<file path="src/rtl/toggle_hs_receiver.sv">
// Receive end of a two-phase toggle handshake: synchronises req_tog, captures req_data
// into a valid/ready output register and returns ack_tog once the word is consumed.
//
// state | meaning
// IDLE  | no word held, waiting for a req toggle
// HOLD  | word held on out_data, waiting for out_ready
module toggle_hs_receiver #(
    parameter int DATA_W      = 8,
    parameter int SYNC_STAGES = 2,
    parameter int CNT_W       = 16
) (
    input  logic              clk,
    input  logic              reset,
    input  logic              req_tog,
    input  logic [DATA_W-1:0] req_data,
    output logic              ack_tog,
    output logic              out_valid,
    output logic [DATA_W-1:0] out_data,
    input  logic              out_ready,
    output logic              protocol_err,
    output logic [CNT_W-1:0]  xfer_count
);

    typedef enum logic {IDLE, HOLD} state_t;

    state_t                   state_q, state_d;
    logic [SYNC_STAGES-1:0]   sync_q, sync_d;
    logic                     req_prev_q, req_prev_d;
    logic                     ack_q, ack_d;
    logic                     out_valid_q, out_valid_d;
    logic [DATA_W-1:0]        out_data_q, out_data_d;
    logic                     err_q, err_d;
    logic [CNT_W-1:0]         cnt_q, cnt_d;
    logic                     req_s;
    logic                     toggle;

    assign req_s  = sync_q[SYNC_STAGES-1];
    assign toggle = req_s ^ req_prev_q;

    always_comb begin
        sync_d      = {sync_q[SYNC_STAGES-2:0], req_tog};
        state_d     = state_q;
        req_prev_d  = req_prev_q;
        ack_d       = ack_q;
        out_valid_d = out_valid_q;
        out_data_d  = out_data_q;
        err_d       = err_q;
        cnt_d       = cnt_q;
        case (state_q)
            IDLE: begin
                if (toggle) begin
                    out_data_d  = req_data;
                    out_valid_d = 1'b1;
                    req_prev_d  = req_s;
                    state_d     = HOLD;
                end
            end
            HOLD: begin
                if (out_ready) begin
                    out_valid_d = 1'b0;
                    ack_d       = ~ack_q;
                    cnt_d       = cnt_q + CNT_W'(1);
                    state_d     = IDLE;
                end
                // A toggle while a word is still held is flagged and consumed, never captured.
                if (toggle) begin
                    err_d      = 1'b1;
                    req_prev_d = req_s;
                end
            end
            default: state_d = IDLE;
        endcase
    end

    always_ff @(posedge clk) begin
        if (reset) begin
            state_q     <= IDLE;
            sync_q      <= '0;
            req_prev_q  <= 1'b0;
            ack_q       <= 1'b0;
            out_valid_q <= 1'b0;
            out_data_q  <= '0;
            err_q       <= 1'b0;
            cnt_q       <= '0;
        end else begin
            state_q     <= state_d;
            sync_q      <= sync_d;
            req_prev_q  <= req_prev_d;
            ack_q       <= ack_d;
            out_valid_q <= out_valid_d;
            out_data_q  <= out_data_d;
            err_q       <= err_d;
            cnt_q       <= cnt_d;
        end
    end

    assign ack_tog      = ack_q;
    assign out_valid    = out_valid_q;
    assign out_data     = out_data_q;
    assign protocol_err = err_q;
    assign xfer_count   = cnt_q;

endmodule

</file>
<file path="config.mk">
export PLATFORM = sky130hd
export DESIGN_NAME = toggle_hs_receiver
export DESIGN_NICKNAME = d
export VERILOG_FILES = /design/src/rtl/toggle_hs_receiver.sv
export SDC_FILE = /design/constraint.sdc
export NUM_CORES = 1
export LEC_CHECK = 0
export BUFFER_PORTS_ARGS = -buffer_cell sky130_fd_sc_hd__buf_2
export CAP_MARGIN = 30
export CORE_AREA = 2 2 56 53
export DETAILED_ROUTE_END_ITERATION = 10
export DIE_AREA = 0 0 58 55
export PLACE_DENSITY = 0.76
export SLEW_MARGIN = 20
export SYNTH_ARGS = -nofsm -noshare
export SYNTH_HDL_FRONTEND = slang
export SYNTH_SLANG_ARGS = --single-unit
</file>
<file path="constraint.sdc">
create_clock -name clk -period 2.1 [get_ports clk]
set_input_delay 0.21 -clock clk [delete_from_list [all_inputs] [get_ports clk]]
set_output_delay 0.21 -clock clk [all_outputs]
set_load 0.1 [all_outputs]
</file>
Word-level counts from Yosys, hierarchy flattened. Index checks and enable logic that the tools add are counted.

Register bits: 31. Output and inout bits: 27. Logic and storage cells: 25.

$add $sub $neg: 1. Eq/ne operators: 2. Multiplexer cells: 7. Bitwise operators: 3. Reduce and logical (&&, ||, !) cells: 4.

Operators with widths (count): 16-bit by 1-bit adder with 16-bit output (second input constant) (1); 2-bit AND reduction (4); 1-bit 2-to-1 mux (5); 2-bit inequality test (second input constant) (2); 1-bit case mux with 2 select lines (2); 1-bit NOT (2); 1-bit XOR (1).

Depth between registers and ports, before layout. Gate-level depths: netlist (run 1).

Depth in word-level cells: 3. Gate-level depth with buffers: 5. Depth with buffers taken out: 5.

Worst setup path before layout (run 1). No wires, ideal clock.

Path kind: reg2reg. Start: register cnt_q[3] (netlist: xfer_count[3]). End: register cnt_q[13] (netlist: xfer_count[13]). Setup time: 0.071 ns. Data arrival time: 2.202 ns. Required time: 2.029 ns. Path slack: -0.172 ns. Cell stages (with the launch flop): 5. Buffers on the path: 0. Cell sequence: dfxtp_1 nand4_1 or2_1 or4_1 a21oi_1.

Longest elaborated chain between the ends: 1.

Ends and longest elaborated chain: from (decl) (RTL line 33) `logic [CNT_W-1:0] cnt_q, cnt_d;`; from (signal assigned) (RTL line 93) `cnt_q <= cnt_d;`; 16-bit by 1-bit adder with 16-bit output (RTL line 62) `cnt_d = cnt_q + CNT_W'(1);`.

Every way passes these cells. A chain may end at the register's enable or synchronous reset.

Final worst setup path (run 1).
Start: register state_q. End: register cnt_q[15] (netlist: xfer_count[15]).

Longest elaborated chain between the ends: 1.

Ends and longest elaborated chain: from (decl) (RTL line 26) `state_t state_q, state_d;`; from (signal assigned) (RTL line 86) `state_q <= state_d;`; 2-bit AND reduction (no source line).

Every way passes these cells.

==> results of run 1 <==
## Yosys cell counts, types with 3 or more instances
master	number
sky130_fd_sc_hd__clkbuf_1	4
sky130_fd_sc_hd__dfxtp_1	31
sky130_fd_sc_hd__nor2b_1	3
sky130_fd_sc_hd__nor2_1	22
sky130_fd_sc_hd__mux2i_1	8
sky130_fd_sc_hd__or3_2	4
sky130_fd_sc_hd__o21ai_0	3
sky130_fd_sc_hd__xor2_1	8
sky130_fd_sc_hd__nand2_1	7
sky130_fd_sc_hd__xnor2_1	4
sky130_fd_sc_hd__nand4_1	5
sky130_fd_sc_hd__a21oi_1	7
sky130_fd_sc_hd__nand3_1	4
## routing by layer
metal | global-route usage (%) | vias to the layer above | routed length, um
met5 | 0 | - | 0
met4 | 6.202 | 0 | 0
li1 | - | 524 | -
met3 | 8.140 | 0 | 188
met1 | 17.00 | 480 | 996
met2 | 31.25 | 41 | 1273
## critical path, cell delays in order (launching register included)
cell,delay [ns]
sky130_fd_sc_hd__dfxtp_1,0.44
sky130_fd_sc_hd__nand2_2,0.09
sky130_fd_sc_hd__or2_1,0.34
sky130_fd_sc_hd__or4_1,0.53
sky130_fd_sc_hd__a21oi_1,0.16
## flip-flops by register name, indices dropped and copies added (netlist names)
name / cells
xfer_count: 16
out_data: 8
sync_q: 2
ack_tog: 1
out_valid: 1
protocol_err: 1
req_prev_q: 1
state_q: 1
## metrics by stage
stage	hold slack (ns)	utilization (%)	cell area (um^2)	worst slack, ns	power (uW)
global route	0.09283	58.24	1521	0.3333	1294
global placement	0.4170	54.93	1435	0.5795	776.5
CTS	0.08442	58.24	1521	0.4697	1262
finish	0.09502	58.24	1521	0.4709	1245
detailed placement	0.4299	54.93	1435	0.5024	779.1
floorplan	0.2816	-	1239	0.2089	751.1
## logic make-up after synthesis
logic type / share of synthesized area, %
and+or+nand+nor: 25.03
DFF: 50.66
AOI/OAI and AO/OA: 5.311
xor gates and xnor gates: 8.580
muxes: 6.538
buffers and inverters: 2.859
adders and majority gates: 1.021
## power by group through the flow
stage | Combinational (uW) | Sequential [uW] | Clock (uW)
global route | 161 | 616 | 518
finish | 151 | 613 | 481
detailed placement | 153 | 627 | 0
global placement | 151 | 626 | 0
CTS | 153 | 613 | 496
floorplan | 39.9 | 711 | 0
## final timing paths
| path | slack (ns) | start | depth (start not counted) | to |
|---|---|---|---|---|
| worst max register to register | 0.47 | state_q | 4 | xfer_count[15] |
| worst max-delay path | 0.47 | state_q | 4 | xfer_count[15] |
| worst min register to register | 0.45 | sync_q[0] | 1 | sync_q[1] |
| worst min-delay path | 0.1 | req_tog | 2 | sync_q[0] |
## cell type report
| class | instances | share of cell area (%) |
|---|---|---|
| clock buffer | 6 | 3.372 |
| clock inverter | 2 | 2.303 |
| inverter | 1 | 0.2467 |
| multi-input combinational | 92 | 37.42 |
| sequential | 31 | 41.69 |
| tap | 30 | 2.467 |
| timing repair buffer | 38 | 12.50 |
==> summary.txt, run 1 <==
Status
  – Status: complete, no violations

STA
  – Slew margin rel.: 64.64%
  – Clock period minus final worst setup slack: 1.629 ns
  – RSZ-0062 raised after global routing: false
  – Post-route clock period utilization: 77.57%
  – Max-slew violations: 0
  – Pin slew with the least headroom to its limit: 0.5303 ns
  – Number of setup violations in the final report: 0
  – Clock skew after layout: 0.007373 ns
  – Sum of negative setup slack: 0 ns
  – Max frequency: 613.8 MHz
  – Final Hold Fails: 0

CTS
  – Worst-Skew Late Latency: 0.32 ns
  – CTS tree: built
  – Total number of H-tree levels: 2
  – Clock sink count: 31
  – Maximum clock path buffer count: 2
  – Total CTS buffers: 5
  – Clock-pin slew on the worst setup and hold paths: 0.10 ns
  – Number of hold-repair buffers added at the cts stage: 0
  – Resized cells post-CTS: 0
  – Root cell of the clock tree: sky130_fd_sc_hd__clkbuf_4
  – Post-CTS Setup Inserts: 0

Worst setup path
  – Data required time at the worst endpoint: 2.36 ns
  – Data arrival time of the worst path: 1.89 ns
  – Endpoint class of the critical path: register
  – Critical path peak fanout: 9
  – Crit path launch type: register
  – Setup CP Type: register to register

Die
  – Initial core utilization: 46.89%
  – CORE AREA: 2613 um^2
  – Total number of placement rows: 18
  – Count of boundary I/O pins: 39
  – Die extent in x: 58 um
  – Die span in y: 55 um
  – Area enclosed by the die boundary: 3190 um^2

GRT
  – Antenna violations before repair: 0
  – Global-route wire length before repair: 4.022 mm
  – Overall routing resource usage: 16.99%
  – Overflow left after global routing: 0
  – Vias in the first global route: 986
  – Largest net degree at the start of global routing: 32

Place
  – Placed cells: 192
  – Post-detail-place hpwl: 1.810 mm
  – RD Place Congestion: 0.7019
  – Port bufs: 38

Synth
  – Number of distinct library cell variants in the gate-level netlist after synthesis: 28
  – Syn. warnings: 0
  – Post-synth top area share: 50.66%
  – Most used flip-flop cell after synthesis: sky130_fd_sc_hd__dfxtp_1
  – Synth async-reset ratio: 0%
  – Instance count of the mapped netlist: 130
  – Sequential cell area fraction in the yosys report: 50.66%
  – Number of enable flip-flop cells after synthesis: 0
  – Cells taking the most area after synthesis: sky130_fd_sc_hd__dfxtp_1 51%, sky130_fd_sc_hd__nor2_1 6.7%, sky130_fd_sc_hd__mux2i_1 6.5%
  – Post-Syn Area per Cell: 9.423 um^2
  – Flop and latch count out of synthesis: 31
  – Top cell type by total area after synthesis: sky130_fd_sc_hd__dfxtp_1
  – Cell Area, Synth: 1225 um^2
  – Mapped Nets: 143

Layout
  – Count of nets after finishing: 182
  – Number of inserted diodes: 0
  – Synthesis-to-layout area growth: 24.21%
  – Commonest non-fill, non-tap cell in the layout: sky130_fd_sc_hd__buf_2
  – Share of cells above drive strength 1: 38.24%
  – Area taken by flip-flops and latches: 634.4 um^2
  – Post-layout instance count excluding filler cells: 200
  – Filler cells: 247
  – Area of combinational cells with multiple inputs: 569.3 um^2
  – Commonest cells after routing, fill and taps aside: 38 x sky130_fd_sc_hd__buf_2, 22 x sky130_fd_sc_hd__nor2_1, 20 x sky130_fd_sc_hd__dfxtp_1

Routing
  – Number of vias after detailed routing: 1045
  – WL final: 2.458 mm
  – Average wire length per cell after detail routing: 12.29 um
  – Detailed-routing iteration count for the pre-antenna-repair pass: 4
  – Via-to-Cell Ratio: 5.225
  – Detailed router's first-iteration violation count: 46
  – DRC: 0
  – Final ANT Viol Nets: 0

Pwr
  – Net Switching: 327.7 uW
  – Part of the total power dissipated in combinational logic: 12.2%
  – Clock power frac: 38.6%
  – Power per unit of standard cell area: 818.5 nW/um^2
  – Internal power: 917.6 uW
  – Static power due to leakage: 0.0006514 uW
  – Share of total power consumed by net switching: 26.32%
  – Worst IR Drop VDD: 639.2 uV
  – Register share of total power: 49.2%

Run
  – Max-cap violations: 0

Hold path
  – Min-Delay Path Class: input port to register
(Power assumes the default switching activity.)
==> run 2, diff against run 1 <==
- clock period: 2.1 -> 1.5 ns (I/O delays scaled with it)
==> run 2 against run 1 <==
  * The run now ends with negative setup slack left
  * Register-to-register slack worse by 0.48 ns
  * Non-clock buffer count is 8 higher
  * Combinational power is 46% higher
  * Core utilization is 6.3 points higher
  * Die area stayed put
  * Flip-flop and latch count stayed put
  * Sequential power is 37% higher
  * Critical endpoint is now xfer_count[13]
  * Largest power group unchanged
==> summary.txt, run 2 (synthesis results as in run 1) <==
CTS
  – Root cell of the clock tree: sky130_fd_sc_hd__clkbuf_4
  – Number of hold-repair buffers added at the cts stage: 0
  – CTS tree: built
  – Worst-Skew Late Latency: 0.33 ns
  – Clock-pin slew on the worst setup and hold paths: 0.11 ns
  – Total number of H-tree levels: 2
  – Clock sink count: 31
  – Maximum clock path buffer count: 2
  – Total CTS buffers: 5

Routing
  – Number of vias after detailed routing: 1077
  – Final ANT Viol Nets: 0
  – WL final: 2.704 mm
  – Detailed router's first-iteration violation count: 14
  – DRC: 0
  – Detailed-routing iteration count for the pre-antenna-repair pass: 4
  – Average wire length per cell after detail routing: 12.94 um
  – Via-to-Cell Ratio: 5.153

Layout
  – Number of inserted diodes: 0
  – Count of nets after finishing: 191
  – Number of flip-flops in the largest register: 16
  – Commonest cells after routing, fill and taps aside: 38 x sky130_fd_sc_hd__buf_2, 22 x sky130_fd_sc_hd__nor2_1, 15 x sky130_fd_sc_hd__dfxtp_1
  – Finished Core Util: 64.51%
  – Post-layout instance count excluding filler cells: 209
  – Share of cells above drive strength 1: 48.60%
  – Synthesis-to-layout area growth: 37.59%
  – Finished Cell Area: 1685 um^2
  – Commonest non-fill, non-tap cell in the layout: sky130_fd_sc_hd__buf_2

Place
  – Post-detail-place hpwl: 1.883 mm
  – Port bufs: 38
  – RD Place Congestion: 0.8706
  – Placed cells: 197
  – Post-detailed-placement cell area: 1528 um^2

Worst setup path
  – Crit path launch type: register
  – Endpoint class of the critical path: register
  – Critical path peak fanout: 6
  – Data required time at the worst endpoint: 1.75 ns
  – Setup CP Type: register to register
  – Data arrival time of the worst path: 1.76 ns

GRT
  – Overflow left after global routing: 0
  – Antenna violations before repair: 0
  – Largest net degree at the start of global routing: 32
  – Vias in the first global route: 959
  – Overall routing resource usage: 16.93%
  – Global-route wire length before repair: 4.029 mm

Die
  – Count of boundary I/O pins: 39
  – Total number of placement rows: 18
  – Area enclosed by the die boundary: 3190 um^2
  – Die extent in x: 58 um
  – Die span in y: 55 um
  – Initial core utilization: 46.89%
  – CORE AREA: 2613 um^2

Run
  – Max-cap violations: 0

STA
  – Sum of negative setup slack: -0.01170 ns
  – Clock period minus final worst setup slack: 1.512 ns
  – Clock skew after layout: 0.01240 ns
  – Slew margin rel.: 62.46%
  – Max-slew violations: 0
  – Pin slew with the least headroom to its limit: 0.5630 ns
  – Number of setup violations in the final report: 1
  – Max frequency: 661.5 MHz
  – Final Worst Setup Slack: -0.01170 ns
  – RSZ-0062 raised after global routing: true
  – Final Hold Fails: 0
  – Post-route clock period utilization: 100.8%

Pwr
  – Worst IR Drop VDD: 862.2 uV
  – Static power due to leakage: 0.0007044 uW
  – Total power after layout: 1815 uW
  – Power per unit of standard cell area: 1077 nW/um^2

Hold path
  – Min-Delay Path Class: input port to register

Status
  – Failing checks: negative setup slack
  – Status: complete, but fails checks
[run 2: cell count changes in the layout (fill, tap and decap cells not counted), moves of 5 or more]
cell and delta:
sky130_fd_sc_hd__dfxtp_2 -6, sky130_fd_sc_hd__dfxtp_4 +11, sky130_fd_sc_hd__dfxtp_1 -5, sky130_fd_sc_hd__buf_4 +8
[run 2: area by class of cell]
class	instances	area, um^2
repair buffers	46	250.2
clock buffers	6	62.56
flip-flops and latches	31	668.1
inverters	1	3.754
fillers	234	927.1
well taps	30	37.54
clock inverters	2	37.54
multi-input cells	93	625.6
[run 2: worst paths after layout]
| check | slack, ns | from | depth (start not counted) | to |
|---|---|---|---|---|
| setup / recovery | -0.01 | xfer_count[9] | 4 | xfer_count[13] |
| hold / removal | 0.03 | req_tog | 2 | sync_q[0] |
| hold reg to reg | 0.45 | sync_q[0] | 1 | sync_q[1] |
| setup reg to reg | -0.01 | xfer_count[9] | 4 | xfer_count[13] |
[run 2: critical path, cell delays in order (launching register included)]
cell and delay [ns]:
sky130_fd_sc_hd__dfxtp_4 0.38, sky130_fd_sc_hd__nand4_1 0.14, sky130_fd_sc_hd__or2_4 0.30, sky130_fd_sc_hd__or4_4 0.49
sky130_fd_sc_hd__a21oi_2 0.12
[run 2: per-stage QoR]
step | worst slack [ns] | hold WS [ns]
6_report | -0.01170 | 0.03384
5_1_grt | -0.04089 | 0.01944
4_1_cts | 0.009353 | 0.02055
3_5_place_dp | -0.01573 | 0.3667
3_3_place_gp | 0.07208 | 0.3655
2_1_floorplan | -0.1559 | 0.2216
[run 2: per-layer routing]
layer | wire length (um) | GRT usage (%)
met2 | 1425 | 30.30
met3 | 125 | 4.186
met5 | 0 | 0
met1 | 1114 | 18.97
met4 | 38 | 8.915
[run 2: timing repair]
action / CTS / global route
resized for setup: 2 / 6
gates cloned: 0 / 1
setup buffers: 2 / 1
endpoints found under the setup margin: 2 / 5
pin swaps: 2 / 5
[run 2: where the power goes]
group / internal, uW / switching (uW) / total [uW]
registers: 826 / 13.7 / 840
clock network: 451 / 303 / 755
logic: 49.5 / 171 / 220
total: 1330 / 488 / 1810
==> run 3, diff against run 2 <==
- CELL_PAD_IN_SITES_DETAIL_PLACEMENT: unset -> 1
- CELL_PAD_IN_SITES_GLOBAL_PLACEMENT: unset -> 2
- CORE_AREA: 2 2 56 53 -> 2 2 76 71
- DIE_AREA: 0 0 58 55 -> 0 0 78 73
- PLACE_DENSITY: 0.76 -> 0.72
- clock period: 1.5 -> 1.25 ns (I/O delays scaled with it)
==> run 3 against run 2 <==
  * The flow still finishes with violations (negative setup slack)
  * Setup slack worse by 0.18 ns
  * Maximum frequency up 4.7%
  * Combinational power up 38%
==> summary.txt, run 3 (synthesis results as in run 1) <==
STA
  – Slew margin rel.: 67.18%
  – Number of setup violations in the final report: 12
  – Final Worst Setup Slack: -0.1935 ns
  – Clock period minus final worst setup slack: 1.443 ns
  – Max frequency: 692.8 MHz
  – Final Hold Fails: 0
  – Clock skew after layout: 0.005418 ns
  – Max-slew violations: 0
  – RSZ-0062 raised after global routing: true
  – Post-route clock period utilization: 115.5%
  – Pin slew with the least headroom to its limit: 0.4957 ns
  – Sum of negative setup slack: -1.434 ns

Place
  – RD Place Congestion: 0.7578
  – Post-placement worst setup slack: -0.2313 ns
  – Port bufs: 38
  – Placed cells: 253
  – Post-detail-place hpwl: 2.615 mm

Worst setup path
  – Data arrival time of the worst path: 1.66 ns
  – FF-to-FF setup slack: -0.19 ns
  – Critical path peak fanout: 8
  – Endpoint class of the critical path: register
  – Setup CP Type: register to register
  – Data required time at the worst endpoint: 1.46 ns
  – Crit path launch type: register

Pwr
  – Share of total power consumed by net switching: 30.14%
  – Part of the total power dissipated in combinational logic: 14.4%
  – Net Switching: 633.1 uW
  – Register share of total power: 48.1%
  – Static power due to leakage: 0.0009004 uW
  – Internal power: 1468 uW
  – Power per unit of standard cell area: 949.1 nW/um^2
  – Worst IR Drop VDD: 693.4 uV
  – Clock power frac: 37.5%

GRT
  – Largest net degree at the start of global routing: 32
  – Overall routing resource usage: 14.05%
  – Overflow left after global routing: 0
  – Vias in the first global route: 1280
  – Antenna violations before repair: 0
  – Global-route wire length before repair: 6.099 mm

Die
  – Area enclosed by the die boundary: 5694 um^2
  – Initial core utilization: 24.48%
  – CORE AREA: 5005 um^2
  – Die extent in x: 78 um
  – Count of boundary I/O pins: 39
  – Die span in y: 73 um
  – Total number of placement rows: 25

Routing
  – WL final: 3.824 mm
  – DRC: 0
  – Via-to-Cell Ratio: 4.415
  – Detailed-routing iteration count for the pre-antenna-repair pass: 4
  – Average wire length per cell after detail routing: 14.16 um
  – Number of vias after detailed routing: 1192
  – Final ANT Viol Nets: 0
  – Detailed router's first-iteration violation count: 37

CTS
  – Total CTS buffers: 5
  – Clock sink count: 31
  – Total number of H-tree levels: 2
  – Root cell of the clock tree: sky130_fd_sc_hd__clkbuf_8
  – Number of hold-repair buffers added at the cts stage: 0
  – Worst-Skew Late Latency: 0.28 ns
  – Clock-pin slew on the worst setup and hold paths: 0.07 ns
  – Maximum clock path buffer count: 2
  – CTS tree: built

Layout
  – Finished Core Util: 44.22%
  – Commonest non-fill, non-tap cell in the layout: sky130_fd_sc_hd__buf_4
  – Post-layout instance count excluding filler cells: 270
  – Count of nets after finishing: 215
  – Number of inserted diodes: 0
  – Commonest cells after routing, fill and taps aside: 26 x sky130_fd_sc_hd__buf_4, 23 x sky130_fd_sc_hd__buf_2, 22 x sky130_fd_sc_hd__nor2_1
  – Synthesis-to-layout area growth: 80.69%
  – Number of flip-flops in the largest register: 16
  – Share of cells above drive strength 1: 61.08%
  – Filler cells: 573

Status
  – Failing checks: negative setup slack
  – Status: complete, but fails checks

Run
  – Max-cap violations: 0

Hold path
  – Min-Delay Path Class: input port to register
-- run 3: cell types whose count changed in the layout (fill, tap and decap cells not counted), moves of 5 or more --
cell                       before  now
sky130_fd_sc_hd__clkbuf_8       0    5
sky130_fd_sc_hd__buf_6          0    5
sky130_fd_sc_hd__buf_4          8   26
sky130_fd_sc_hd__buf_2         38   23
sky130_fd_sc_hd__buf_12         0   13
-- run 3: final timing paths --
path,start,end,cells after the start
max reg2reg,xfer_count[1],xfer_count[13],4
min reg2reg,sync_q[0],sync_q[1],1
max,xfer_count[1],xfer_count[13],4
min,req_tog,sync_q[0],2
-- run 3: power groups by stage --
stage | combinational (uW) | clock (uW) | sequential [uW]
global placement | 289 | 0 | 1030
finish | 303 | 787 | 1010
detailed placement | 295 | 0 | 1030
global route | 321 | 862 | 1010
floorplan | 67.5 | 0 | 1170
CTS | 300 | 815 | 1010
-- run 3: cell type report --
cell class | count | area (um^2) | area share (%)
clock buffers | 5 | 68.82 | 3.109
flip-flops and latches | 31 | 671.9 | 30.36
well taps | 67 | 83.83 | 3.787
multi-input cells | 93 | 716.9 | 32.39
clock inverters | 3 | 18.77 | 0.8479
inverters | 1 | 3.754 | 0.1696
repair buffers | 70 | 649.4 | 29.34
-- run 3: through the flow --
stage	power (uW)	instance area (um^2)	hold slack (ns)
floorplan	1242	1300	0.1966
global placement	1316	1901	0.3364
detailed placement	1324	1901	0.3459
CTS	2122	2092	0.04874
global route	2196	2213	0.05547
finish	2101	2213	0.05380
-- run 3: what timing repair did --
item                       CTS  global route
pin swaps                   14            14
buffers inserted             5             4
resized for setup           15            21
setup endpoints to repair   17            19
cloned                       0             1
-- run 3: worst max-delay path, stage by stage (launching register included) --
cell                      delay [ns]
sky130_fd_sc_hd__dfxtp_4        0.37
sky130_fd_sc_hd__nand3_4        0.08
sky130_fd_sc_hd__or2_4          0.30
sky130_fd_sc_hd__or4_4          0.49
sky130_fd_sc_hd__a21oi_2        0.13
-- run 3: routing by layer --
metal  part of all wire [%]  vias to the layer above  track usage [%]
met1                     39                      564            14.40
met2                     53                       36            25.48
li1                       -                      583                -
met4                    2.1                        0            5.848
met5                      0                        -                0
met3                    6.3                        9            5.817
